## config.mk

```make
export PLATFORM = sky130hd
export DESIGN_NAME = vga_scan_gen
export DESIGN_NICKNAME = d
export VERILOG_FILES = /design/src/rtl/vga_timing_pkg.sv /design/src/rtl/sync_delay_line.sv /design/src/rtl/vga_scan_gen.sv
export SDC_FILE = /design/constraint.sdc
export NUM_CORES = 1
export LEC_CHECK = 0
export BUFFER_PORTS_ARGS = -buffer_cell sky130_fd_sc_hd__buf_2
export CAP_MARGIN = 20
export CORE_ASPECT_RATIO = 1.5
export CORE_MARGIN = 4
export CORE_UTILIZATION = 58
export CTS_BUF_LIST = sky130_fd_sc_hd__clkbuf_16
export DETAILED_ROUTE_END_ITERATION = 16
export PLACE_DENSITY_LB_ADDON = 0.08
export SLEW_MARGIN = 20
export SYNTH_ARGS = -nofsm -noshare
export SYNTH_HDL_FRONTEND = slang
export SYNTH_SLANG_ARGS = --single-unit
```

## constraint.sdc

```tcl
create_clock -name VGA_CLK -period 4.3 [get_ports VGA_CLK]
set_input_delay 0.645 -clock VGA_CLK [delete_from_list [all_inputs] [get_ports VGA_CLK]]
set_output_delay 0.645 -clock VGA_CLK [all_outputs]
set_load 0.02 [all_outputs]
```

## src/rtl/vga_timing_pkg.sv

```systemverilog
// Shared 640x480@60 Hz VGA timing constants and the sync bundle type used by
// the scan generator and every sprite stage downstream of it.
package vga_timing_pkg;

  // Horizontal timing, in pixel clocks
  localparam int H_ACTIVE = 32'd640;
  localparam int H_FP     = 32'd16;
  localparam int H_SYNC   = 32'd96;
  localparam int H_BP     = 32'd48;

  // Vertical timing, in lines
  localparam int V_ACTIVE = 32'd480;
  localparam int V_FP     = 32'd10;
  localparam int V_SYNC   = 32'd2;
  localparam int V_BP     = 32'd33;

  // Derived frame geometry
  localparam int H_TOTAL      = H_ACTIVE + H_FP + H_SYNC + H_BP;
  localparam int V_TOTAL      = V_ACTIVE + V_FP + V_SYNC + V_BP;
  localparam int H_SYNC_START = H_ACTIVE + H_FP;
  localparam int V_SYNC_START = V_ACTIVE + V_FP;

  // One sprite coordinate covers a 4x4 pixel block
  localparam int SCALE_SHIFT = 32'd2;

  // Widths of the raster counters and the scaled coordinates
  localparam int CNT_W = 32'd10;
  localparam int X_W   = 32'd8;
  localparam int Y_W   = 32'd7;

  // Sync/blank bundle carried through the delay line
  typedef struct packed {
    logic hs;
    logic vs;
    logic blank_n;
  } sync_bus_t;

  // Idle state of the bundle: syncs inactive (high), picture blanked
  localparam sync_bus_t SYNC_IDLE = '{hs: 1'b1, vs: 1'b1, blank_n: 1'b0};

endpackage

```

## src/rtl/sync_delay_line.sv

```systemverilog
// WIDTH x DEPTH register shift line with a synchronous active-low reset that
// loads every stage with a caller-supplied value.
module sync_delay_line #(
  parameter int WIDTH = 32'd1,
  parameter int DEPTH = 32'd1
) (
  input  logic             clk,
  input  logic             resetn,
  input  logic [WIDTH-1:0] rst_val,
  input  logic [WIDTH-1:0] din,
  output logic [WIDTH-1:0] dout
);

  logic [WIDTH-1:0] stage_r [DEPTH];

  // Advance the line one stage per clock; reset fills every stage with rst_val
  always_ff @(posedge clk) begin
    if (!resetn) begin
      for (int i = 0; i < DEPTH; i++) begin
        stage_r[i] <= rst_val;
      end
    end else begin
      stage_r[0] <= din;
      for (int i = 1; i < DEPTH; i++) begin
        stage_r[i] <= stage_r[i-1];
      end
    end
  end

  assign dout = stage_r[DEPTH-1];

endmodule

```

## src/rtl/vga_scan_gen.sv

```systemverilog
// VGA raster scan generator: free-running pixel/line counters, scaled
// 160x120 sprite coordinates, frame/line ticks, and sync/blank signals
// delayed to line up with the registered sprite colour.
module vga_scan_gen #(
  parameter int PIPE_DELAY = 32'd1,
  parameter int H_ACTIVE   = vga_timing_pkg::H_ACTIVE,
  parameter int H_FP       = vga_timing_pkg::H_FP,
  parameter int H_SYNC     = vga_timing_pkg::H_SYNC,
  parameter int H_BP       = vga_timing_pkg::H_BP,
  parameter int V_ACTIVE   = vga_timing_pkg::V_ACTIVE,
  parameter int V_FP       = vga_timing_pkg::V_FP,
  parameter int V_SYNC     = vga_timing_pkg::V_SYNC,
  parameter int V_BP       = vga_timing_pkg::V_BP
) (
  input  logic                            VGA_CLK,
  input  logic                            resetn,
  output logic [vga_timing_pkg::X_W-1:0]  xvga,
  output logic [vga_timing_pkg::Y_W-1:0]  yvga,
  output logic                            active,
  output logic                            VGA_HS,
  output logic                            VGA_VS,
  output logic                            VGA_BLANK_N,
  output logic                            frame_tick,
  output logic                            line_tick
);

  localparam int CNT_W = vga_timing_pkg::CNT_W;
  localparam int X_W   = vga_timing_pkg::X_W;
  localparam int Y_W   = vga_timing_pkg::Y_W;
  localparam int SHIFT = vga_timing_pkg::SCALE_SHIFT;

  // Counter compare points, pre-sized to the counter width
  localparam logic [CNT_W-1:0] H_ACT_C   = CNT_W'(H_ACTIVE);
  localparam logic [CNT_W-1:0] H_SYNC_B  = CNT_W'(H_ACTIVE + H_FP);
  localparam logic [CNT_W-1:0] H_SYNC_E  = CNT_W'(H_ACTIVE + H_FP + H_SYNC);
  localparam logic [CNT_W-1:0] H_LAST    = CNT_W'(H_ACTIVE + H_FP + H_SYNC + H_BP - 1);
  localparam logic [CNT_W-1:0] V_ACT_C   = CNT_W'(V_ACTIVE);
  localparam logic [CNT_W-1:0] V_SYNC_B  = CNT_W'(V_ACTIVE + V_FP);
  localparam logic [CNT_W-1:0] V_SYNC_E  = CNT_W'(V_ACTIVE + V_FP + V_SYNC);
  localparam logic [CNT_W-1:0] V_LAST    = CNT_W'(V_ACTIVE + V_FP + V_SYNC + V_BP - 1);

  logic [CNT_W-1:0]          h_cnt_r;
  logic [CNT_W-1:0]          v_cnt_r;
  logic                      active_s;
  logic [X_W-1:0]            xvga_s;
  logic [Y_W-1:0]            yvga_s;
  logic                      frame_tick_s;
  logic                      line_tick_s;
  vga_timing_pkg::sync_bus_t sync_raw_s;
  vga_timing_pkg::sync_bus_t sync_dly_s;

  // Raster position: h steps every pixel, v steps on each h wrap; both wrap by compare-and-clear
  always_ff @(posedge VGA_CLK) begin
    if (!resetn) begin
      h_cnt_r <= '0;
      v_cnt_r <= '0;
    end else if (h_cnt_r == H_LAST) begin
      h_cnt_r <= '0;
      if (v_cnt_r == V_LAST) begin
        v_cnt_r <= '0;
      end else begin
        v_cnt_r <= v_cnt_r + 10'd1;
      end
    end else begin
      h_cnt_r <= h_cnt_r + 10'd1;
      v_cnt_r <= v_cnt_r;
    end
  end

  // Position decodes taken straight from the counter registers, so they add no latency
  always_comb begin
    active_s     = 1'b0;
    xvga_s       = '0;
    yvga_s       = '0;
    sync_raw_s   = vga_timing_pkg::SYNC_IDLE;
    frame_tick_s = 1'b0;
    line_tick_s  = 1'b0;

    if ((h_cnt_r < H_ACT_C) && (v_cnt_r < V_ACT_C)) begin
      active_s = 1'b1;
    end else begin
      active_s = 1'b0;
    end

    // Coordinates are forced to zero in blanking so sprite compares cannot alias there
    if (active_s) begin
      xvga_s = h_cnt_r[SHIFT +: X_W];
      yvga_s = v_cnt_r[SHIFT +: Y_W];
    end else begin
      xvga_s = '0;
      yvga_s = '0;
    end

    if ((h_cnt_r >= H_SYNC_B) && (h_cnt_r < H_SYNC_E)) begin
      sync_raw_s.hs = 1'b0;
    end else begin
      sync_raw_s.hs = 1'b1;
    end

    if ((v_cnt_r >= V_SYNC_B) && (v_cnt_r < V_SYNC_E)) begin
      sync_raw_s.vs = 1'b0;
    end else begin
      sync_raw_s.vs = 1'b1;
    end

    sync_raw_s.blank_n = active_s;

    // Frame tick marks the first pixel of vertical blanking
    if ((h_cnt_r == 10'd0) && (v_cnt_r == V_ACT_C)) begin
      frame_tick_s = 1'b1;
    end else begin
      frame_tick_s = 1'b0;
    end

    if (h_cnt_r == H_LAST) begin
      line_tick_s = 1'b1;
    end else begin
      line_tick_s = 1'b0;
    end
  end

  // Sync and blank wait PIPE_DELAY cycles so they meet the sprite colour at the DAC
  sync_delay_line #(
    .WIDTH (32'd3),
    .DEPTH (PIPE_DELAY)
  ) u_sync_delay (
    .clk     (VGA_CLK),
    .resetn  (resetn),
    .rst_val (vga_timing_pkg::SYNC_IDLE),
    .din     (sync_raw_s),
    .dout    (sync_dly_s)
  );

  assign xvga        = xvga_s;
  assign yvga        = yvga_s;
  assign active      = active_s;
  assign frame_tick  = frame_tick_s;
  assign line_tick   = line_tick_s;
  assign VGA_HS      = sync_dly_s.hs;
  assign VGA_VS      = sync_dly_s.vs;
  assign VGA_BLANK_N = sync_dly_s.blank_n;

endmodule

```

==> impl_results.md <==
- # port buffers: 22
- Critical path's slowest cell: or3_1
- Worst Setup SP: h_cnt_r[0]
- PD cells: 300 nW/um^2
- Final net count: 171
- Die height: 65.5 microns
- Critical Path Max Stage Delay: 0.56 ns
- Min Tclk post-route: 2.54 ns
- Post-cts sizing count: 0
- Ys flop type: dfxtp_1
- Worst rel slew slack: 67.8%
- Peak VDD IR: 0.269 mV
- Most frequent cell after synthesis: dfxtp_1
- CTS H-tree depth: 1
- Reg2Reg Depth: 5
- Initial antenna violation count: 0
- YS warnings: 0
- CTS tree: done
- Min-Delay Path Class: register to register
- Worst setup EP type: primary output
- Num rows: 20
- DRC: 0
- Hold buffers post-CTS: 0
- Synth Instances: 148
- Fin crit share: 59.0%
- Die area: 3040 sq um
- Number of buffers created by CTS: 3
- DP Wirelength: 2050 microns
- IO Count: 23
- # Post-CTS Setup Buffers: 0
- 1st-iter DRT viols: 29
- Reg2reg end: v_cnt_r[8]
- Drt wl/cell: 14.8 microns
- Sequential share of the synthesized area: 36.0%
- Post-DRT Antenna Nets: 0
- Distinct cells, synth: 35
- P_leak: 0.642 nW
- Vias/cell: 5.79
- CTS clk-pin slew, worst paths: 0.06 ns
- Largest net degree at the start of global routing: 18
- Clock latency on the worst-skew pair: 0.25 ns
- Number of flops mapped to enable cells by yosys: 0
- Cell area after synthesis: 1280 sq um
- Crit path required time: 3.65 ns
- Cell Chain, Critical Path: ha_1 > nand3_2 > or3_1 > inv_2 > buf_2
- Clock Path Buffers: 2
- FFs w/ async S/R, synth: 0%
- Routed WL: 2750 microns
- Tot Pwr: 0.000430 W
- Die Span X: 46.3 microns
- Worst Skew: 0.00368 ns
- Kind of critical path: register to primary output
- Slew @ Worst Pin: 0.483 ns
- Routability cong.: 0.907
- GRT Util Overall: 20.0%
- CP endpoint: line_tick
- Setup TNS Final: 0 ns
- Fin. Hold Viols: 0
- Worst path bufs/invs: 2
- Slew Limit Fails: 0
- Stages on worst setup path: 5
- CP Data Arrival Time: 1.89 ns
- Number of global-route vias before repair: 999
- Top post-synthesis cells by area: dfxtp_1 36%, and2_1 9.3%, xor2_1 4.8%
- Most frequent cells after synthesis: 23 x dfxtp_1, 19 x and2_1, 13 x nor2_1
- Starting Density: 61.6%
- Total of max-cap violations: 0
- Yosys reg bits: 23
- Final Setup Violations: 0
- Drt first pass iters: 4
- Root buffer cell: clkbuf_16
- Via count: 1077
- Clock sinks: 23
- Fraction of layout cells with a size suffix above 1: 20.1%
- Share of the synthesized area in the top cell type: 36.0%
- Top cell type by total area after synthesis: dfxtp_1
- Total grt overflow: 0
- Syn avg cell area: 8.64 sq um
- Ant diodes: 0
- FF-to-FF Start: h_cnt_r[0]
- Area of the core: 2080 sq um
- Reg2Reg Setup Slack: 2.30 ns
- FILL cells: 173
- Syn_nets: 154
- Max FO, Critical Path: 8
- First-pass GRT wire length: 4580 microns
- Max Fclk: 394 MHz
- Unrepaired setup endpoints after global routing: false
- Area growth from synthesis to final layout: 11.8%
- Critical path's top delay family: simple AND/OR/NAND/NOR gates
- Status: complete, no violations
- Worst setup SP type: register
==> placed cells by master (no fill, tap or decap), types with 2 or more instances in the layout <==
cell        n
a21oi_1     3
and2_1     19
and3_1      4
and4_1      2
buf_2      22
clkbuf_16   3
dfxtp_1    23
ha_1        4
inv_1       6
nand2_1     8
nand3_1     8
nand4_1     5
nor2_1     13
nor4_1      6
o21ai_0     5
o21ai_1     2
or3_1       4
xnor2_1     6
xor2_1      7
==> how the worst min path moves through the flow <==
stage / startpoint / to / slack [ns] / depth (start not counted)
2_1_floorplan: v_cnt_r[1] / u_sync_delay.stage_r[0][1] / 0.44 / 1
3_3_place_gp: h_cnt_r[0] / h_cnt_r[0] / 0.45 / 1
3_5_place_dp: h_cnt_r[0] / h_cnt_r[0] / 0.48 / 1
4_1_cts: h_cnt_r[0] / h_cnt_r[0] / 0.49 / 1
5_1_grt: h_cnt_r[0] / h_cnt_r[0] / 0.53 / 1
6_report: h_cnt_r[0] / h_cnt_r[0] / 0.49 / 1
==> power by group <==
group | internal [W] | switching, W | total, W
logic | 0.00000583 | 0.00000904 | 0.0000149
clock network | 0.000124 | 0.0000715 | 0.000195
registers | 0.000216 | 0.00000331 | 0.000219
total | 0.000346 | 0.0000838 | 0.000430
==> registers in the layout, summed over array words and instances (netlist names) <==
| name | cells |
|---|---|
| v_cnt_r | 10 |
| h_cnt_r | 10 |
| u_sync_delay.stage_r | 3 |
==> through the flow <==
step | cells | util (%) | cell area (sq um) | setup WS, ns | hold slack, ns
6_report | 186 | 68.9 | 1430 | 1.76 | 0.485
5_1_grt | 186 | 68.9 | 1430 | 1.64 | 0.529
4_1_cts | 186 | 68.9 | 1430 | 1.77 | 0.490
3_5_place_dp | 182 | 65.1 | 1350 | 2.05 | 0.476
3_3_place_gp | 182 | 65.1 | 1350 | 2.11 | 0.452
2_1_floorplan | 148 | - | 1280 | 2.11 | 0.436
==> metal layers <==
metal,vias to the layer above,share of wire (%),track usage (%)
met3,6,3.7,2.74
met4,0,2.1,8.54
li1,545,-,-
met1,505,42,24.8
met2,21,52,33.1
met5,-,0,0
==> area by class of cell <==
| class | instances | area [sq um] | share of cell area [%] |
|---|---|---|---|
| Clock inverter | 1 | 3.75 | 0.262 |
| Multi-Input combinational cell | 109 | 731 | 51.1 |
| Clock buffer | 3 | 75.1 | 5.25 |
| Tap cell | 22 | 27.5 | 1.92 |
| Inverter | 6 | 22.5 | 1.57 |
| Sequential cell | 23 | 460 | 32.2 |
| Timing Repair Buffer | 22 | 110 | 7.70 |
==> logic make-up after synthesis <==
| kind of cell | Yosys count | share of synthesized area [%] |
|---|---|---|
| adders and majority gates | 4 | 3.91 |
| xor gates and xnor gates | 13 | 8.90 |
| DFF | 23 | 36.0 |
| and+or+nand+nor | 81 | 39.1 |
| AOI/OAI and AO/OA | 11 | 5.19 |
| buffers and inverters | 16 | 6.85 |
Note: power is estimated with default switching activity, not from simulation.
